$ cat src/rtl/serial_fifo_interface.sv
// UART transceiver with a TX FIFO feeding the serialiser and an RX FIFO
// (first-word-fall-through) fed by the deserialiser, plus sticky error flags.
module serial_fifo_interface #(
  parameter int unsigned WTIME     = 16'h02c1,
  parameter int unsigned DATA_BITS = 8,
  parameter int unsigned PARITY    = 0,
  parameter int unsigned DEPTH     = 16
) (
  input  logic                   clk,
  input  logic                   rst,
  input  logic                   uart_txd_in,
  output logic                   uart_rxd_out,
  input  logic [7:0]             i_data,
  input  logic                   i_valid,
  output logic                   i_ready,
  output logic [7:0]             o_data,
  output logic                   o_valid,
  input  logic                   o_ready,
  output logic [$clog2(DEPTH):0] tx_count,
  output logic [$clog2(DEPTH):0] rx_count,
  output logic                   err_overrun,
  output logic                   err_frame,
  output logic                   err_parity,
  input  logic                   err_clear
);

  localparam int unsigned AW        = $clog2(DEPTH);
  localparam int unsigned CW        = AW + 1;
  localparam logic [CW-1:0] FULL    = CW'(DEPTH);
  localparam logic [15:0] BIT_LAST  = 16'(WTIME - 1);
  localparam logic [15:0] HALF_LAST = 16'(WTIME / 2 - 1);
  localparam logic [2:0]  DBIT_LAST = 3'(DATA_BITS - 1);
  localparam logic [7:0]  DMASK     = 8'((16'd1 << DATA_BITS) - 16'd1);
  localparam logic        PAR_EN    = (PARITY != 0);
  localparam logic        PAR_ODD   = (PARITY == 2);

  typedef enum logic [2:0] {
    ST_IDLE,
    ST_START,
    ST_DATA,
    ST_PAR,
    ST_STOP
  } state_t;

  function automatic logic parity_bit(input logic [7:0] d);
    return (^(d & DMASK)) ^ PAR_ODD;
  endfunction

  // TX FIFO
  logic [7:0]    tx_mem [DEPTH];
  logic [AW-1:0] tx_wr_q, tx_rd_q;
  logic [CW-1:0] tx_cnt_q, tx_cnt_d;
  logic          tx_push, tx_load;
  logic [7:0]    tx_head;

  assign i_ready  = (tx_cnt_q != FULL);
  assign tx_push  = i_valid & i_ready;
  assign tx_head  = tx_mem[tx_rd_q];
  assign tx_cnt_d = tx_cnt_q + CW'(tx_push) - CW'(tx_load);
  assign tx_count = tx_cnt_q;

  always_ff @(posedge clk) begin
    if (tx_push) tx_mem[tx_wr_q] <= i_data;
  end

  always_ff @(posedge clk) begin
    if (rst) begin
      tx_wr_q  <= '0;
      tx_rd_q  <= '0;
      tx_cnt_q <= '0;
    end else begin
      if (tx_push) tx_wr_q <= tx_wr_q + AW'(1);
      if (tx_load) tx_rd_q <= tx_rd_q + AW'(1);
      tx_cnt_q <= tx_cnt_d;
    end
  end

  // TX serialiser
  state_t      tx_st_q;
  logic [15:0] tx_tmr_q;
  logic [2:0]  tx_idx_q;
  logic [7:0]  tx_sh_q;
  logic        tx_par_q;
  logic        txd_q;
  logic        tx_bit_end;
  logic        tx_line;

  assign tx_bit_end   = (tx_tmr_q == BIT_LAST);
  // A frame is fetched from idle, or straight out of a finished stop bit.
  assign tx_load      = (tx_cnt_q != '0) &&
                        ((tx_st_q == ST_IDLE) || ((tx_st_q == ST_STOP) && tx_bit_end));
  assign uart_rxd_out = txd_q;

  always_comb begin
    tx_line = 1'b1;
    case (tx_st_q)
      ST_START: tx_line = 1'b0;
      ST_DATA:  tx_line = tx_sh_q[0];
      ST_PAR:   tx_line = tx_par_q;
      default:  tx_line = 1'b1;
    endcase
  end

  always_ff @(posedge clk) begin
    if (rst) begin
      tx_st_q  <= ST_IDLE;
      tx_tmr_q <= '0;
      tx_idx_q <= '0;
      txd_q    <= 1'b1;
    end else begin
      txd_q <= tx_line;
      if (tx_load) begin
        tx_st_q  <= ST_START;
        tx_tmr_q <= '0;
        tx_sh_q  <= tx_head & DMASK;
        tx_par_q <= parity_bit(tx_head);
      end else begin
        case (tx_st_q)
          ST_IDLE: tx_tmr_q <= '0;
          ST_START: begin
            if (tx_bit_end) begin
              tx_st_q  <= ST_DATA;
              tx_tmr_q <= '0;
              tx_idx_q <= '0;
            end else begin
              tx_tmr_q <= tx_tmr_q + 16'd1;
            end
          end
          ST_DATA: begin
            if (tx_bit_end) begin
              tx_tmr_q <= '0;
              tx_sh_q  <= tx_sh_q >> 1;
              if (tx_idx_q == DBIT_LAST) tx_st_q <= PAR_EN ? ST_PAR : ST_STOP;
              else                       tx_idx_q <= tx_idx_q + 3'd1;
            end else begin
              tx_tmr_q <= tx_tmr_q + 16'd1;
            end
          end
          ST_PAR: begin
            if (tx_bit_end) begin
              tx_st_q  <= ST_STOP;
              tx_tmr_q <= '0;
            end else begin
              tx_tmr_q <= tx_tmr_q + 16'd1;
            end
          end
          ST_STOP: begin
            if (tx_bit_end) begin
              tx_st_q  <= ST_IDLE;
              tx_tmr_q <= '0;
            end else begin
              tx_tmr_q <= tx_tmr_q + 16'd1;
            end
          end
          default: tx_st_q <= ST_IDLE;
        endcase
      end
    end
  end

  // RX line synchroniser and edge detect
  logic rx_s1_q, rx_s2_q, rx_prev_q;
  logic rx_fall;

  always_ff @(posedge clk) begin
    if (rst) begin
      rx_s1_q   <= 1'b1;
      rx_s2_q   <= 1'b1;
      rx_prev_q <= 1'b1;
    end else begin
      rx_s1_q   <= uart_txd_in;
      rx_s2_q   <= rx_s1_q;
      rx_prev_q <= rx_s2_q;
    end
  end

  assign rx_fall = rx_prev_q & ~rx_s2_q;

  // RX deserialiser
  state_t      rx_st_q;
  logic [15:0] rx_tmr_q;
  logic [2:0]  rx_idx_q;
  logic [7:0]  rx_sh_q;
  logic        rx_pbad_q;
  logic        rx_done_q;
  logic        fe_set_q, pe_set_q;
  logic        rx_bit_end;

  assign rx_bit_end = (rx_tmr_q == BIT_LAST);

  always_ff @(posedge clk) begin
    if (rst) begin
      rx_st_q   <= ST_IDLE;
      rx_tmr_q  <= '0;
      rx_idx_q  <= '0;
      rx_pbad_q <= 1'b0;
      rx_done_q <= 1'b0;
      fe_set_q  <= 1'b0;
      pe_set_q  <= 1'b0;
    end else begin
      rx_done_q <= 1'b0;
      fe_set_q  <= 1'b0;
      pe_set_q  <= 1'b0;
      case (rx_st_q)
        ST_IDLE: begin
          rx_tmr_q <= '0;
          if (rx_fall) begin
            rx_st_q   <= ST_START;
            rx_pbad_q <= 1'b0;
          end
        end
        ST_START: begin
          // Mid-start-bit check rejects glitches shorter than half a bit.
          if (rx_tmr_q == HALF_LAST) begin
            rx_tmr_q <= '0;
            if (rx_s2_q) begin
              rx_st_q <= ST_IDLE;
            end else begin
              rx_st_q  <= ST_DATA;
              rx_idx_q <= '0;
              rx_sh_q  <= '0;
            end
          end else begin
            rx_tmr_q <= rx_tmr_q + 16'd1;
          end
        end
        ST_DATA: begin
          if (rx_bit_end) begin
            rx_tmr_q          <= '0;
            rx_sh_q[rx_idx_q] <= rx_s2_q;
            if (rx_idx_q == DBIT_LAST) rx_st_q <= PAR_EN ? ST_PAR : ST_STOP;
            else                       rx_idx_q <= rx_idx_q + 3'd1;
          end else begin
            rx_tmr_q <= rx_tmr_q + 16'd1;
          end
        end
        ST_PAR: begin
          if (rx_bit_end) begin
            rx_tmr_q  <= '0;
            rx_pbad_q <= (rx_s2_q != parity_bit(rx_sh_q));
            rx_st_q   <= ST_STOP;
          end else begin
            rx_tmr_q <= rx_tmr_q + 16'd1;
          end
        end
        ST_STOP: begin
          if (rx_bit_end) begin
            rx_tmr_q  <= '0;
            rx_st_q   <= ST_IDLE;
            rx_done_q <= rx_s2_q & ~rx_pbad_q;
            fe_set_q  <= ~rx_s2_q;
            pe_set_q  <= rx_pbad_q;
          end else begin
            rx_tmr_q <= rx_tmr_q + 16'd1;
          end
        end
        default: rx_st_q <= ST_IDLE;
      endcase
    end
  end

  // RX FIFO
  logic [7:0]    rx_mem [DEPTH];
  logic [AW-1:0] rx_wr_q, rx_rd_q;
  logic [CW-1:0] rx_cnt_q, rx_cnt_d;
  logic          rx_full, rx_wr, rx_pop, ovr_set;

  assign rx_full  = (rx_cnt_q == FULL);
  // Fullness is judged before any same-cycle pop, so a full FIFO always drops.
  assign rx_wr    = rx_done_q & ~rx_full;
  assign ovr_set  = rx_done_q & rx_full;
  assign o_valid  = (rx_cnt_q != '0);
  assign rx_pop   = o_valid & o_ready;
  assign o_data   = o_valid ? rx_mem[rx_rd_q] : 8'h00;
  assign rx_cnt_d = rx_cnt_q + CW'(rx_wr) - CW'(rx_pop);
  assign rx_count = rx_cnt_q;

  always_ff @(posedge clk) begin
    if (rx_wr) rx_mem[rx_wr_q] <= rx_sh_q & DMASK;
  end

  always_ff @(posedge clk) begin
    if (rst) begin
      rx_wr_q  <= '0;
      rx_rd_q  <= '0;
      rx_cnt_q <= '0;
    end else begin
      if (rx_wr)  rx_wr_q <= rx_wr_q + AW'(1);
      if (rx_pop) rx_rd_q <= rx_rd_q + AW'(1);
      rx_cnt_q <= rx_cnt_d;
    end
  end

  // Sticky error flags; a set event outranks a clear in the same cycle.
  logic err_ovr_q, err_fe_q, err_pe_q;

  always_ff @(posedge clk) begin
    if (rst) begin
      err_ovr_q <= 1'b0;
      err_fe_q  <= 1'b0;
      err_pe_q  <= 1'b0;
    end else begin
      err_ovr_q <= ovr_set  | (err_ovr_q & ~err_clear);
      err_fe_q  <= fe_set_q | (err_fe_q & ~err_clear);
      err_pe_q  <= pe_set_q | (err_pe_q & ~err_clear);
    end
  end

  assign err_overrun = err_ovr_q;
  assign err_frame   = err_fe_q;
  assign err_parity  = err_pe_q;

endmodule

$ cat config.mk
export PLATFORM = sky130hd
export DESIGN_NAME = serial_fifo_interface
export DESIGN_NICKNAME = d
export VERILOG_FILES = /design/src/rtl/serial_fifo_interface.sv
export SDC_FILE = /design/constraint.sdc
export NUM_CORES = 1
export LEC_CHECK = 0
export BUFFER_PORTS_ARGS = -buffer_cell sky130_fd_sc_hd__buf_2
export CORE_MARGIN = 4
export CORE_UTILIZATION = 35
export DETAILED_ROUTE_END_ITERATION = 8
export PLACE_DENSITY_LB_ADDON = 0.15
export SLEW_MARGIN = 20
export SYNTH_ARGS = -nofsm -noshare
export SYNTH_HDL_FRONTEND = slang
export SYNTH_SLANG_ARGS = --single-unit
$ cat constraint.sdc
create_clock -name clk -period 7.78 [get_ports clk]
set_input_delay 0.778 -clock clk [delete_from_list [all_inputs] [get_ports clk]]
set_output_delay 0.778 -clock clk [all_outputs]
set_load 0.1 [all_outputs]
# Word level (Yosys, flattened, before mapping)
# Memory sizes are Yosys's and may differ from the RTL's. A register that Yosys moved wholly into a read port is not among the register bits.
# Index checks and enable logic that the tools add are counted.
# totals
regBits,98
mem_bits_rw,256
in_bits,14
out_inout_bits,24
wordCells,181
n_memories,2
# op_classes
n_addsub,12
magnitude_cmp,2
n_eq_ne,36
n_mux,51
n_bitwise,21
reduce_logical,30
# memory_table
memory,depth,width,read_ports,rd_clocked_by_memory_dff,write_ports,line,text
rx_mem,16,8,1,1,1,263,logic [7:0] rx_mem [DEPTH];
tx_mem,16,8,1,1,1,50,logic [7:0] tx_mem [DEPTH];
# ops
op,count
$mux W8,7
$mux W3,17
$mux W16,3
$pmux W16 S3,1
$add A16 B1 Y16 const B,2
$eq A16 B10 Y1 const B,2
$pmux W16 S2,1
$ne A2 B2 Y1 const B,15
$pmux W3 S5,2
$reduce_and A6 Y1,3
$add A4 B1 Y4 const B,4
$eq A16 B9 Y1 const B,1
$mux W4,4
$pmux W8 S2,1
$reduce_xor A8 Y1,2
$ne A3 B3 Y1 const B,5
$reduce_and A5 Y1,3
$eq A3 B2 Y1 const B,4
$eq A3 B3 Y1 const B,4
$pmux W3 S2,2
$reduce_bool A2 Y1,6
$add A5 B1 Y5,2
$reduce_bool A5 Y1,2
$sub A5 B1 Y5,2
25 further kinds,57

# Logic depth before layout (Yosys ltp)
# logic_depth
depth_word,7
ltp_mapped,18
depth_no_buf,17

# Worst setup path after synthesis
# No wires, ideal clock.
# synth_path
kind,reg-to-reg
from,"register tx_cnt_q[4], in the netlist tx_count[4]"
to,"register tx_cnt_q[4], in the netlist tx_count[4]"
setup_time_ns,0.132
arrival_ns,4.185
required_time_ns,7.648
slack_ns,3.463
path_stages_with_launch,15
path_buffers,1
synth_period_minus_slack_ns,4.317
path_cell_list,dfxtp_1 nand4_1 and2_1 clkbuf_1 inv_1 ha_1 inv_1 ha_1 inv_1 fa_1 inv_1 a21oi_1 nor2_1 or3_1 a21oi_1
# synth_between
elab_chain_len,4
word_cells_on_any_way,6
classes_between,add/sub: 2; eq/ne: 1; bitwise: 1; reduce/logical: 2
# synth_rtl
element,line,text
"start, declared",52,"logic [CW-1:0] tx_cnt_q, tx_cnt_d;"
"start signal, assigned",74,tx_cnt_q <= tx_cnt_d;
$ne A5 B5 Y1,56,assign i_ready = (tx_cnt_q != FULL);
named net i_ready,15,"output logic i_ready,"
$and A1 B1 Y1,57,assign tx_push = i_valid & i_ready;
$add A5 B1 Y5,59,assign tx_cnt_d = tx_cnt_q + CW'(tx_push) - CW'(tx_load);
$sub A5 B1 Y5,59,
# The timed path passes the listed nets, and every way through them passes these cells.
# A chain may end at the register's enable or synchronous reset.

==> results by group <==
Placement
  – DP Wirelength: 19,400 um
  – Post-place setup slack: between 4 and 5 ns
  – Port-buffer cells: 37
  – RD Place Congestion: ~0.75

Clocking
  – Num Clock Sinks: 362
  – Worst-Skew Late Latency: roughly 0.57 ns
  – CTS tree: yes
  – Level count of the clock H-tree: 2
  – TritonCTS Buffers: 42
  – Max Root-Sink Buffers: 3
  – Setup bufs post-CTS: 0
  – Worst-path clk slew: approximately 0.060 ns
  – Post-CTS Resized: 0
  – Root Buffer: clkbuf_16
  – Quantity of hold-fixing buffers added after cts: 0

Finish
  – Commonest non-fill, non-tap cell in the layout: edfxtp_1
  – Post-synthesis to final-layout area growth: 13.8%
  – Layout cells sized above 1: 0.166
  – Commonest cells after routing, fill and taps aside: 273 x edfxtp_1, 118 x nor2_1, 87 x dfxtp_1
  – Number of nets in the layout: roughly 1,100
  – Ant. Diodes: 0

Global routing
  – GR Util met1: 0.177
  – First-pass GRT wire length: just under 50,000 um
  – Global route total overflow: 0
  – Grt met3 use: 0.0242
  – Met2 Track Usage GR: 0.226
  – Vias in the first global route: between 8,000 and 9,000
  – Antenna violations before repair: 0
  – GR Util All Layers: 0.134
  – Most Used Layer, Global Route: met2
  – Largest net degree at the start of global routing: 55

Detailed routing
  – Post-DRT Antenna Nets: 0
  – Vias after detailed routing: ~8,100
  – 1st-pass router iterations: 5
  – Vias per inst: 4.87
  – Iter 0 DRT Violations: between 400 and 500
  – # DRC: 0
  – WL per Instance: 18.4 um
  – WL final: between 30,000 and 40,000 um

Power
  – Leakage: 5.71 nW
  – Power Dens Cells: between 300 and 400 nW/um2
  – Peak supply drop: 0.000396 V

Critical path
  – Crit path largest cell delay: 0.60 ns
  – CP Data Arrival Time: 3.03 ns
  – Max FO, Critical Path: 32
  – Crit path buffers/inverters: 2
  – Crit-path most repeated cell: mux4_2
  – Crit Path Category: reg2out
  – Startpoint Class: register
  – Worst endpoint required time: about 7 ns
  – Critical Path End Type: output port
  – CP top delay family: multiplexers
  – Crit-path cells: buf_4 -> mux4_2 -> mux4_2 -> and2_1 -> buf_2
  – Slowest-stage cell, CP: mux4_2

Synth
  – Mapped Area: roughly 15,000 um2
  – Syn avg cell area: around 15 um2
  – Seq/Total Area, Yosys: 0.660
  – Synth async-reset ratio: 0
  – Yosys warns: 0
  – Flops & latches, synth: roughly 360
  – Cell variety after synth: 59
  – Top_reg_cell synth: edfxtp_1
  – Synth Net Count: about 1,100
  – Cells after Synth: between 1,000 and 1,500
  – EDFF count, synth: ~270

STA
  – Final min period: about 3.8 ns
  – Final hold slack: ~0.4 ns
  – Worst Clk Skew: ~0.018 ns
  – RSZ-0062 raised after global routing: false
  – Fin. max-slew vios: 0
  – Final worst setup slack: between 3 and 4 ns
  – Setup Total Neg Slack: 0 ns
  – Hold Fails Final Rpt: 0
  – Setup violators final: 0
  – Slew HR: 0.248
  – Final Cycle Share: 0.490
  – Worst-margin pin slew: between 1 and 1.5 ns
  – Maximum clock frequency: about 0.26 GHz

Floorplan
  – Die footprint: 46,600 um2
  – Die height: 216 um
  – Ports: 38
  – Die Wd: approximately 220 um
  – Initial Util: 0.357
  – Core area: around 42,000 um2
  – Row count: between 70 and 80

Min path
  – Worst min-delay path category: in2reg

Run status
  – Status: completed

Flow run
  – Number of max-cap violations: 0
==> worst paths after layout <==
| path | start | end | slack, ns | depth (start not counted) |
|---|---|---|---|---|
| max reg2reg | tx_tmr_q[0]$_SDFFE_PP0P_ | tx_count[4]$_SDFF_PP0_ | 4.20 | 17 |
| max | register | o_data[0] | 3.97 | 5 |
| min | uart_txd_in | rx_s1_q$_SDFF_PP1_ | 0.39 | 2 |
| min reg2reg | rx_s1_q$_SDFF_PP1_ | rx_s2_q$_SDFF_PP1_ | 0.42 | 1 |
==> power breakdown <==
| part | switching (mW) | internal, mW |
|---|---|---|
| combinational | 0.965 | 0.538 |
| clock | 0.788 | 1.11 |
| sequential | 0.0572 | 2.18 |
==> cells by family after synthesis <==
kind of cell,Yosys count,share of synthesized area
buffers and inverters,86,0.0246
xor gates and xnor gates,48,0.0297
DFF,362,0.660
and+or+nand+nor,308,0.0982
adders and majority gates,32,0.0275
muxes,96,0.123
AOI/OAI and AO/OA,90,0.0364
==> registers in the layout, indices dropped and copies added, names as in the netlist, 3 cells and up, named ones only <==
| name | count |
|---|---|
| rx_count | 5 |
| rx_idx_q | 3 |
| rx_mem | 128 |
| rx_rd_q | 4 |
| rx_sh_q | 8 |
| rx_st_q | 3 |
| rx_tmr_q | 16 |
| rx_wr_q | 4 |
| tx_count | 5 |
| tx_idx_q | 3 |
| tx_mem | 128 |
| tx_rd_q | 4 |
| tx_sh_q | 8 |
| tx_st_q | 3 |
| tx_tmr_q | 16 |
| tx_wr_q | 4 |
==> per-layer routing <==
metal,vias to the layer above,part of all wire
met5,-,0
met4,0,0.021
met3,46,0.035
met1,4037,0.44
li1,3930,-
met2,115,0.50
==> per-stage QoR <==
step / instance area [um2] / std cells / util / power [mW]
5_1_grt: 17200 / 1668 / 0.406 / 5.93
2_1_floorplan: 15100 / 1022 / - / 3.51
3_5_place_dp: 15900 / 1592 / 0.375 / 3.80
3_3_place_gp: 15900 / 1592 / 0.375 / 3.80
6_report: 17200 / 1668 / 0.406 / 5.63
4_1_cts: 17200 / 1668 / 0.406 / 5.73
==> cell usage after synthesis, types with 2 or more instances <==
cell	count	area [um2]
a21o_1	2	15.0
a21oi_1	35	175
a221oi_1	7	61.3
a22oi_1	9	67.6
a31oi_1	3	18.8
and2_1	13	81.3
and3_1	8	50.1
and4_1	2	17.5
buf_1	2	7.51
buf_2	5	25.0
buf_6	3	33.8
clkbuf_1	38	143
dfxtp_1	89	1780
edfxtp_1	273	8200
fa_1	2	40.0
ha_1	30	375
inv_1	34	128
inv_2	2	7.51
mux2i_1	26	260
mux4_1	9	236
mux4_2	60	1350
nand2_1	64	240
nand2b_1	7	43.8
nand3_1	16	80.1
nand3b_1	5	37.5
nand4_1	16	100
nand4b_1	2	17.5
nor2_1	119	447
nor2b_1	7	43.8
nor3_1	17	85.1
nor3b_1	7	52.6
nor4_1	5	31.3
nor4b_1	3	26.3
nor4bb_1	2	20.0
o21ai_0	15	75.1
o21ai_1	9	45.0
or2_2	3	18.8
or3_1	6	37.5
or3b_1	2	17.5
or4_1	2	15.0
xnor2_1	20	175
xnor2_2	2	32.5
xor2_1	25	219
==> layout make-up <==
type,instances,area [um2]
fillers,3868,25100
flip-flops and latches,362,9980
multi-input cells,574,4800
clock buffers,49,1090
well taps,577,722
clock inverters,27,239
repair buffers,43,230
inverters,36,135
No activity file was read; power rests on OpenSTA's default activity.
